### src/rtl/edge_event_detector.sv
// rtl/edge_event_detector.sv - multi-channel synchronise, debounce and edge-event detector
// Optional long-press detection: define EDGE_EVENT_LONG_PRESS_EN.
module edge_event_detector #(
  parameter int N               = 7,
  parameter int SYNC_STAGES     = 2,
  parameter int DEBOUNCE_CYCLES = 4,
  parameter int LONG_CYCLES     = 1000
) (
  input  logic         clk,
  input  logic         reset,
  input  logic [N-1:0] signal_in,
  input  logic [N-1:0] rise_en,
  input  logic [N-1:0] fall_en,
  input  logic [N-1:0] event_clear,
  output logic [N-1:0] stable_out,
  output logic [N-1:0] rise_pulse,
  output logic [N-1:0] fall_pulse,
  output logic [N-1:0] event_pending,
  output logic         irq,
  output logic [N-1:0] long_press
);

  localparam int CNT_W_RAW = $clog2(DEBOUNCE_CYCLES + 1);
  localparam int CNT_W     = (CNT_W_RAW < 1) ? 1 : CNT_W_RAW;
  localparam logic [CNT_W-1:0] CNT_LAST = CNT_W'(DEBOUNCE_CYCLES - 1);

  if (N < 1 || SYNC_STAGES < 2 || DEBOUNCE_CYCLES < 1 || LONG_CYCLES < 2) begin : g_param_check
    $error("edge_event_detector: illegal parameter value");
  end

  logic [N-1:0]     sync_q [SYNC_STAGES];
  logic [N-1:0]     s;
  logic [CNT_W-1:0] cnt_q  [N];
  logic [CNT_W-1:0] cnt_d  [N];
  logic [N-1:0]     stable_q, stable_d;
  logic [N-1:0]     rise_q, rise_d;
  logic [N-1:0]     fall_q, fall_d;
  logic [N-1:0]     pending_q, pending_d;
  logic             irq_q;

  // Plain flop chain per channel; no logic between stages so metastability can settle.
  always_ff @(posedge clk) begin
    if (reset) begin
      for (int k = 0; k < SYNC_STAGES; k++) sync_q[k] <= '0;
    end else begin
      sync_q[0] <= signal_in;
      for (int k = 1; k < SYNC_STAGES; k++) sync_q[k] <= sync_q[k-1];
    end
  end

  assign s = sync_q[SYNC_STAGES-1];

  // Debounce: a new level must persist DEBOUNCE_CYCLES cycles; acceptance produces the edge pulse.
  always_comb begin
    stable_d = stable_q;
    rise_d   = '0;
    fall_d   = '0;
    for (int i = 0; i < N; i++) begin
      cnt_d[i] = '0;
      if (s[i] != stable_q[i]) begin
        if (cnt_q[i] == CNT_LAST) begin
          stable_d[i] = s[i];
          rise_d[i]   = s[i];
          fall_d[i]   = ~s[i];
        end else begin
          cnt_d[i] = cnt_q[i] + 1'b1;
        end
      end
    end
    // A new enabled edge beats a same-cycle clear so no event is lost.
    pending_d = (pending_q & ~event_clear) | (rise_d & rise_en) | (fall_d & fall_en);
  end

  // Debounce state, pulses, sticky flags and interrupt all update together.
  always_ff @(posedge clk) begin
    if (reset) begin
      for (int i = 0; i < N; i++) cnt_q[i] <= '0;
      stable_q  <= '0;
      rise_q    <= '0;
      fall_q    <= '0;
      pending_q <= '0;
      irq_q     <= 1'b0;
    end else begin
      for (int i = 0; i < N; i++) cnt_q[i] <= cnt_d[i];
      stable_q  <= stable_d;
      rise_q    <= rise_d;
      fall_q    <= fall_d;
      pending_q <= pending_d;
      irq_q     <= |pending_d;
    end
  end

  assign stable_out    = stable_q;
  assign rise_pulse    = rise_q;
  assign fall_pulse    = fall_q;
  assign event_pending = pending_q;
  assign irq           = irq_q;

`ifdef EDGE_EVENT_LONG_PRESS_EN
  localparam int HOLD_W = $clog2(LONG_CYCLES + 1);
  localparam logic [HOLD_W-1:0] HOLD_MAX  = HOLD_W'(LONG_CYCLES);
  localparam logic [HOLD_W-1:0] HOLD_LAST = HOLD_W'(LONG_CYCLES - 1);

  logic [HOLD_W-1:0] hold_q [N];
  logic [HOLD_W-1:0] hold_d [N];
  logic [N-1:0]      long_q, long_d;

  // Saturating hold counter; the pulse fires on the single step that reaches the threshold.
  always_comb begin
    long_d = '0;
    for (int i = 0; i < N; i++) begin
      hold_d[i] = '0;
      if (stable_q[i]) begin
        if (hold_q[i] != HOLD_MAX) begin
          hold_d[i] = hold_q[i] + 1'b1;
          long_d[i] = (hold_q[i] == HOLD_LAST);
        end else begin
          hold_d[i] = hold_q[i];
        end
      end
    end
  end

  // Hold counters and long-press pulse register.
  always_ff @(posedge clk) begin
    if (reset) begin
      for (int i = 0; i < N; i++) hold_q[i] <= '0;
      long_q <= '0;
    end else begin
      for (int i = 0; i < N; i++) hold_q[i] <= hold_d[i];
      long_q <= long_d;
    end
  end

  assign long_press = long_q;
`else
  assign long_press = '0;
`endif

endmodule
### config.mk
export PLATFORM = sky130hd
export DESIGN_NAME = edge_event_detector
export DESIGN_NICKNAME = d
export VERILOG_FILES = /design/src/rtl/edge_event_detector.sv
export SDC_FILE = /design/constraint.sdc
export NUM_CORES = 1
export LEC_CHECK = 0
export BUFFER_PORTS_ARGS = -buffer_cell sky130_fd_sc_hd__buf_2
export CORE_ASPECT_RATIO = 0.7
export CORE_MARGIN = 2
export CORE_UTILIZATION = 51
export CTS_CLUSTER_SIZE = 40
export DETAILED_ROUTE_END_ITERATION = 10
export PLACE_DENSITY = 0.78
export SLEW_MARGIN = 30
export SYNTH_ARGS = -nofsm -noshare
export SYNTH_HDL_FRONTEND = slang
export SYNTH_SLANG_ARGS = --single-unit
### constraint.sdc
create_clock -name clk -period 1.7 [get_ports clk]
set_input_delay 0.34 -clock clk [delete_from_list [all_inputs] [get_ports clk]]
set_output_delay 0.34 -clock clk [all_outputs]
set_load 0.005 [all_outputs]
==> results.md <==
* Vias/cell at approximately 4.6
* Detail Placement HPWL at 2809 µm
* CTS tree: done
* Number of pins with negative max-slew slack in the final report at 0
* CORE AREA at 0.004379 mm²
* Standard cell area after detailed placement at 0.002683 mm²
* Clock transition time at the flip-flop clock pins of the worst setup and hold paths at 0.06 ns
* Number of ports placed on the die boundary at 66
* Fin crit period at 1.553 ns
* Iter 0 DRT Violations at 37
* Vias in the first global route at approximately 1,400
* Most used cell along the critical path: sky130_fd_sc_hd__ha_1
* Fmax achieved at between 0.6 and 0.7 GHz
* Total DRC errors in the routed layout at 0
* Run status: completed
* Number of buffers created by CTS at 9
* Clock Root Buffer: sky130_fd_sc_hd__clkbuf_8
* Sequential share of the synthesized area at between 50% and 60%
* # Max-Cap Violations at 0
* Setup_tns at 0 ns
* Highest net fanout along the worst path at 5
* Count of buffers added by post-CTS timing repair for setup at 0
* Total congestion overflow at 0
* Insertion delay to the later sink of the worst-skew pair at 0.33 ns
* Average wire per standard cell at about 11 µm
* Die X-Extent at approximately 85 µm
* Total power at roughly 0.0029 W
* Layout net count at between 300 and 400
* Full die area at ~0.0052 mm²
* Synth Register Bits at 64
* Post-Syn Instances at 230
* Hold Path Class: input pin to flip-flop
* Number of buffers inserted for hold repair after clock tree synthesis at 0
* Worst hold margin at 0.2202 ns
* Slew of the pin with the lowest slew margin at roughly 0.53 ns
* Sequence of cells on the critical path: ha_1, ha_1, nand2_1, o221ai_1, nor4_2, a41oi_2
* CP required at 1.89 ns
* Critical path class: flip-flop to flip-flop
* Total Routing Usage GR at about 16%
* Antenna cell count at 0
* Share of post-route cells with drive strength above 1 at between 20% and 30%
* Crit-path leading delay family: adder cells
* P per Cell Area at 994.2 mW/mm²
* Peak per-stage delay on the critical path at ~0.31 ns
* Via count at approximately 1,600
* Max IR drop VDD at between 600 and 700 µV
* WL final at between 3000 and 4000 µm
* Yosys warning count at 0
* Pin count of the biggest net entering global routing at 32
* Post-synthesis area per instance at approximately 10 µm²
* Max clock buf depth at 2
* Quantity of I/O buffers inserted on ports at 58
* Total of cells resized after clock tree synthesis at 0
* LEAKAGE at between 1 and 1.5 nW
* Final hold violation count at 0
* Cell area after technology mapping at between 0.002 and 0.0025 mm²
* Critical Path End Type: flip-flop
* Setup repair after global routing missed its margin: false
* Share of the cycle needed by the critical path after routing at about nine tenths
* Chip Height at slightly above 60 µm
* Number of clock sinks seen by CTS at 64
* Initial DRT Pass Iterations at 4
* Effective utilization at floorplan at a little over half
* Weighted congestion reported at the end of routability-driven placement at approximately 0.77
* H-tree Lvls at 3
* Setup crit start kind: flip-flop
* Most frequent cells in the layout: sky130_fd_sc_hd__dfxtp_1 (64), sky130_fd_sc_hd__buf_2 (58), sky130_fd_sc_hd__nor2_1 (42), sky130_fd_sc_hd__nor2b_1 (25)
* Worst path bufs/invs at 0
* Worst Path Arrival at roughly 1.7 ns
* Synth-to-Final Area Change at 22.53%
* Number of rows created at floorplan at 20
* Count of different cell masters after synthesis at 26
* Finished layout cell area at slightly below 0.003 mm²
* Final count of negative-setup-slack endpoints at 0
* First-pass GRT wire length at ~6000 µm
* Filler cells at 370
* Slowest stage cell on the critical path: sky130_fd_sc_hd__dfxtp_1
* Antenna Nets Post-Route at 0
* Number of antenna violations at the first check in global routing at 0
* Worst slew slack as a fraction of its limit at ~64%
* Clk_skew at 0.007815 ns
* Leading cell type in the layout, fill and taps excluded: sky130_fd_sc_hd__dfxtp_1
-- layout make-up --
| cell class | count | area, µm² | area share (%) |
|---|---|---|---|
| sequential | 64 | 1281 | 44.41 |
| multi-input combinational | 146 | 967.2 | 33.52 |
| timing repair buffer | 61 | 312.8 | 10.84 |
| clock buffer | 14 | 192.7 | 6.678 |
| tap | 55 | 68.82 | 2.385 |
| inverter | 14 | 52.55 | 1.821 |
| clock inverter | 2 | 10.01 | 0.3469 |
-- flip-flops by register name, indices dropped and copies added, names as in the netlist --
| register | flops |
|---|---|
| cnt_q | 21 |
| event_pending | 7 |
| irq | 1 |
| rise_pulse | 7 |
| sync_q | 14 |
| fall_pulse | 7 |
| stable_out | 7 |
-- logic make-up after synthesis --
family	share of synthesized area [%]
AO/OA/AOI/OAI	6.589
AND/OR/NAND/NOR	22.95
other	0.1593
flip-flops	54.41
buffers and inverters	5.473
adder cells (fa/ha/maj)	7.439
multiplexers	2.976
-- final timing paths --
path / from / end / slack, ns / cells past startpoint
worst max register to register: cnt_q[1][0] / irq / 0.15 / 6
worst max-delay path: cnt_q[1][0] / irq / 0.15 / 6
worst min register to register: cnt_q[6][0] / cnt_q[6][0] / 0.42 / 1
worst min-delay path: signal_in[6] / sync_q[0][6] / 0.22 / 2
-- power breakdown --
| group | switching (W) | internal (W) | leakage (nW) |
|---|---|---|---|
| Sequential | 0.00000806 | 0.00152 | 0.519 |
| Clock | 0.000519 | 0.000724 | 0.108 |
| Combinational | 0.0000453 | 0.0000525 | 0.690 |
| Total | 0.000572 | 0.00230 | 1.32 |
-- cell usage after synthesis --
cell	instances	area, µm²
sky130_fd_sc_hd__a211o_1	4	35.03
sky130_fd_sc_hd__a21oi_1	3	15.01
sky130_fd_sc_hd__a22o_1	3	26.28
sky130_fd_sc_hd__a41oi_2	1	16.27
sky130_fd_sc_hd__and3b_1	6	52.55
sky130_fd_sc_hd__buf_2	4	20.02
sky130_fd_sc_hd__buf_4	7	52.55
sky130_fd_sc_hd__clkbuf_1	1	3.750
sky130_fd_sc_hd__conb_1	1	3.750
sky130_fd_sc_hd__dfxtp_1	64	1281
sky130_fd_sc_hd__ha_1	14	175.2
sky130_fd_sc_hd__inv_1	14	52.55
sky130_fd_sc_hd__mux2i_1	7	70.07
sky130_fd_sc_hd__nand2_1	8	30.03
sky130_fd_sc_hd__nand2b_1	13	81.33
sky130_fd_sc_hd__nand2b_2	1	8.760
sky130_fd_sc_hd__nor2_1	42	157.7
sky130_fd_sc_hd__nor2b_1	25	156.4
sky130_fd_sc_hd__nor2b_2	1	8.760
sky130_fd_sc_hd__nor2b_4	1	13.76
sky130_fd_sc_hd__nor4_2	1	12.51
sky130_fd_sc_hd__o21ai_0	3	15.01
sky130_fd_sc_hd__o221ai_1	2	17.52
sky130_fd_sc_hd__o221ai_2	2	30.03
sky130_fd_sc_hd__or2b_1	1	7.510
sky130_fd_sc_hd__or2b_4	1	11.26
-- stage by stage --
| stage | utilization, % | instances | worst slack (ns) |
|---|---|---|---|
| 2_1_floorplan | - | 236 | 0.2794 |
| 3_3_place_gp | 61.26 | 340 | 0.2219 |
| 3_5_place_dp | 61.26 | 340 | 0.1334 |
| 6_report | 65.89 | 356 | 0.1473 |
| 4_1_cts | 65.89 | 356 | 0.1287 |
| 5_1_grt | 65.89 | 356 | 0.05049 |
-- per-layer routing --
layer	vias to the layer above	wire [µm]	GRT usage [%]	share of wire, %
met2	45	1583	22.77	42
li1	860	-	-	-
met5	-	0	0	0
met4	0	58	9.524	1.5
met1	717	1855	19.93	50
met3	7	246	6.259	6.6
Note: power is estimated with default switching activity, not from simulation.
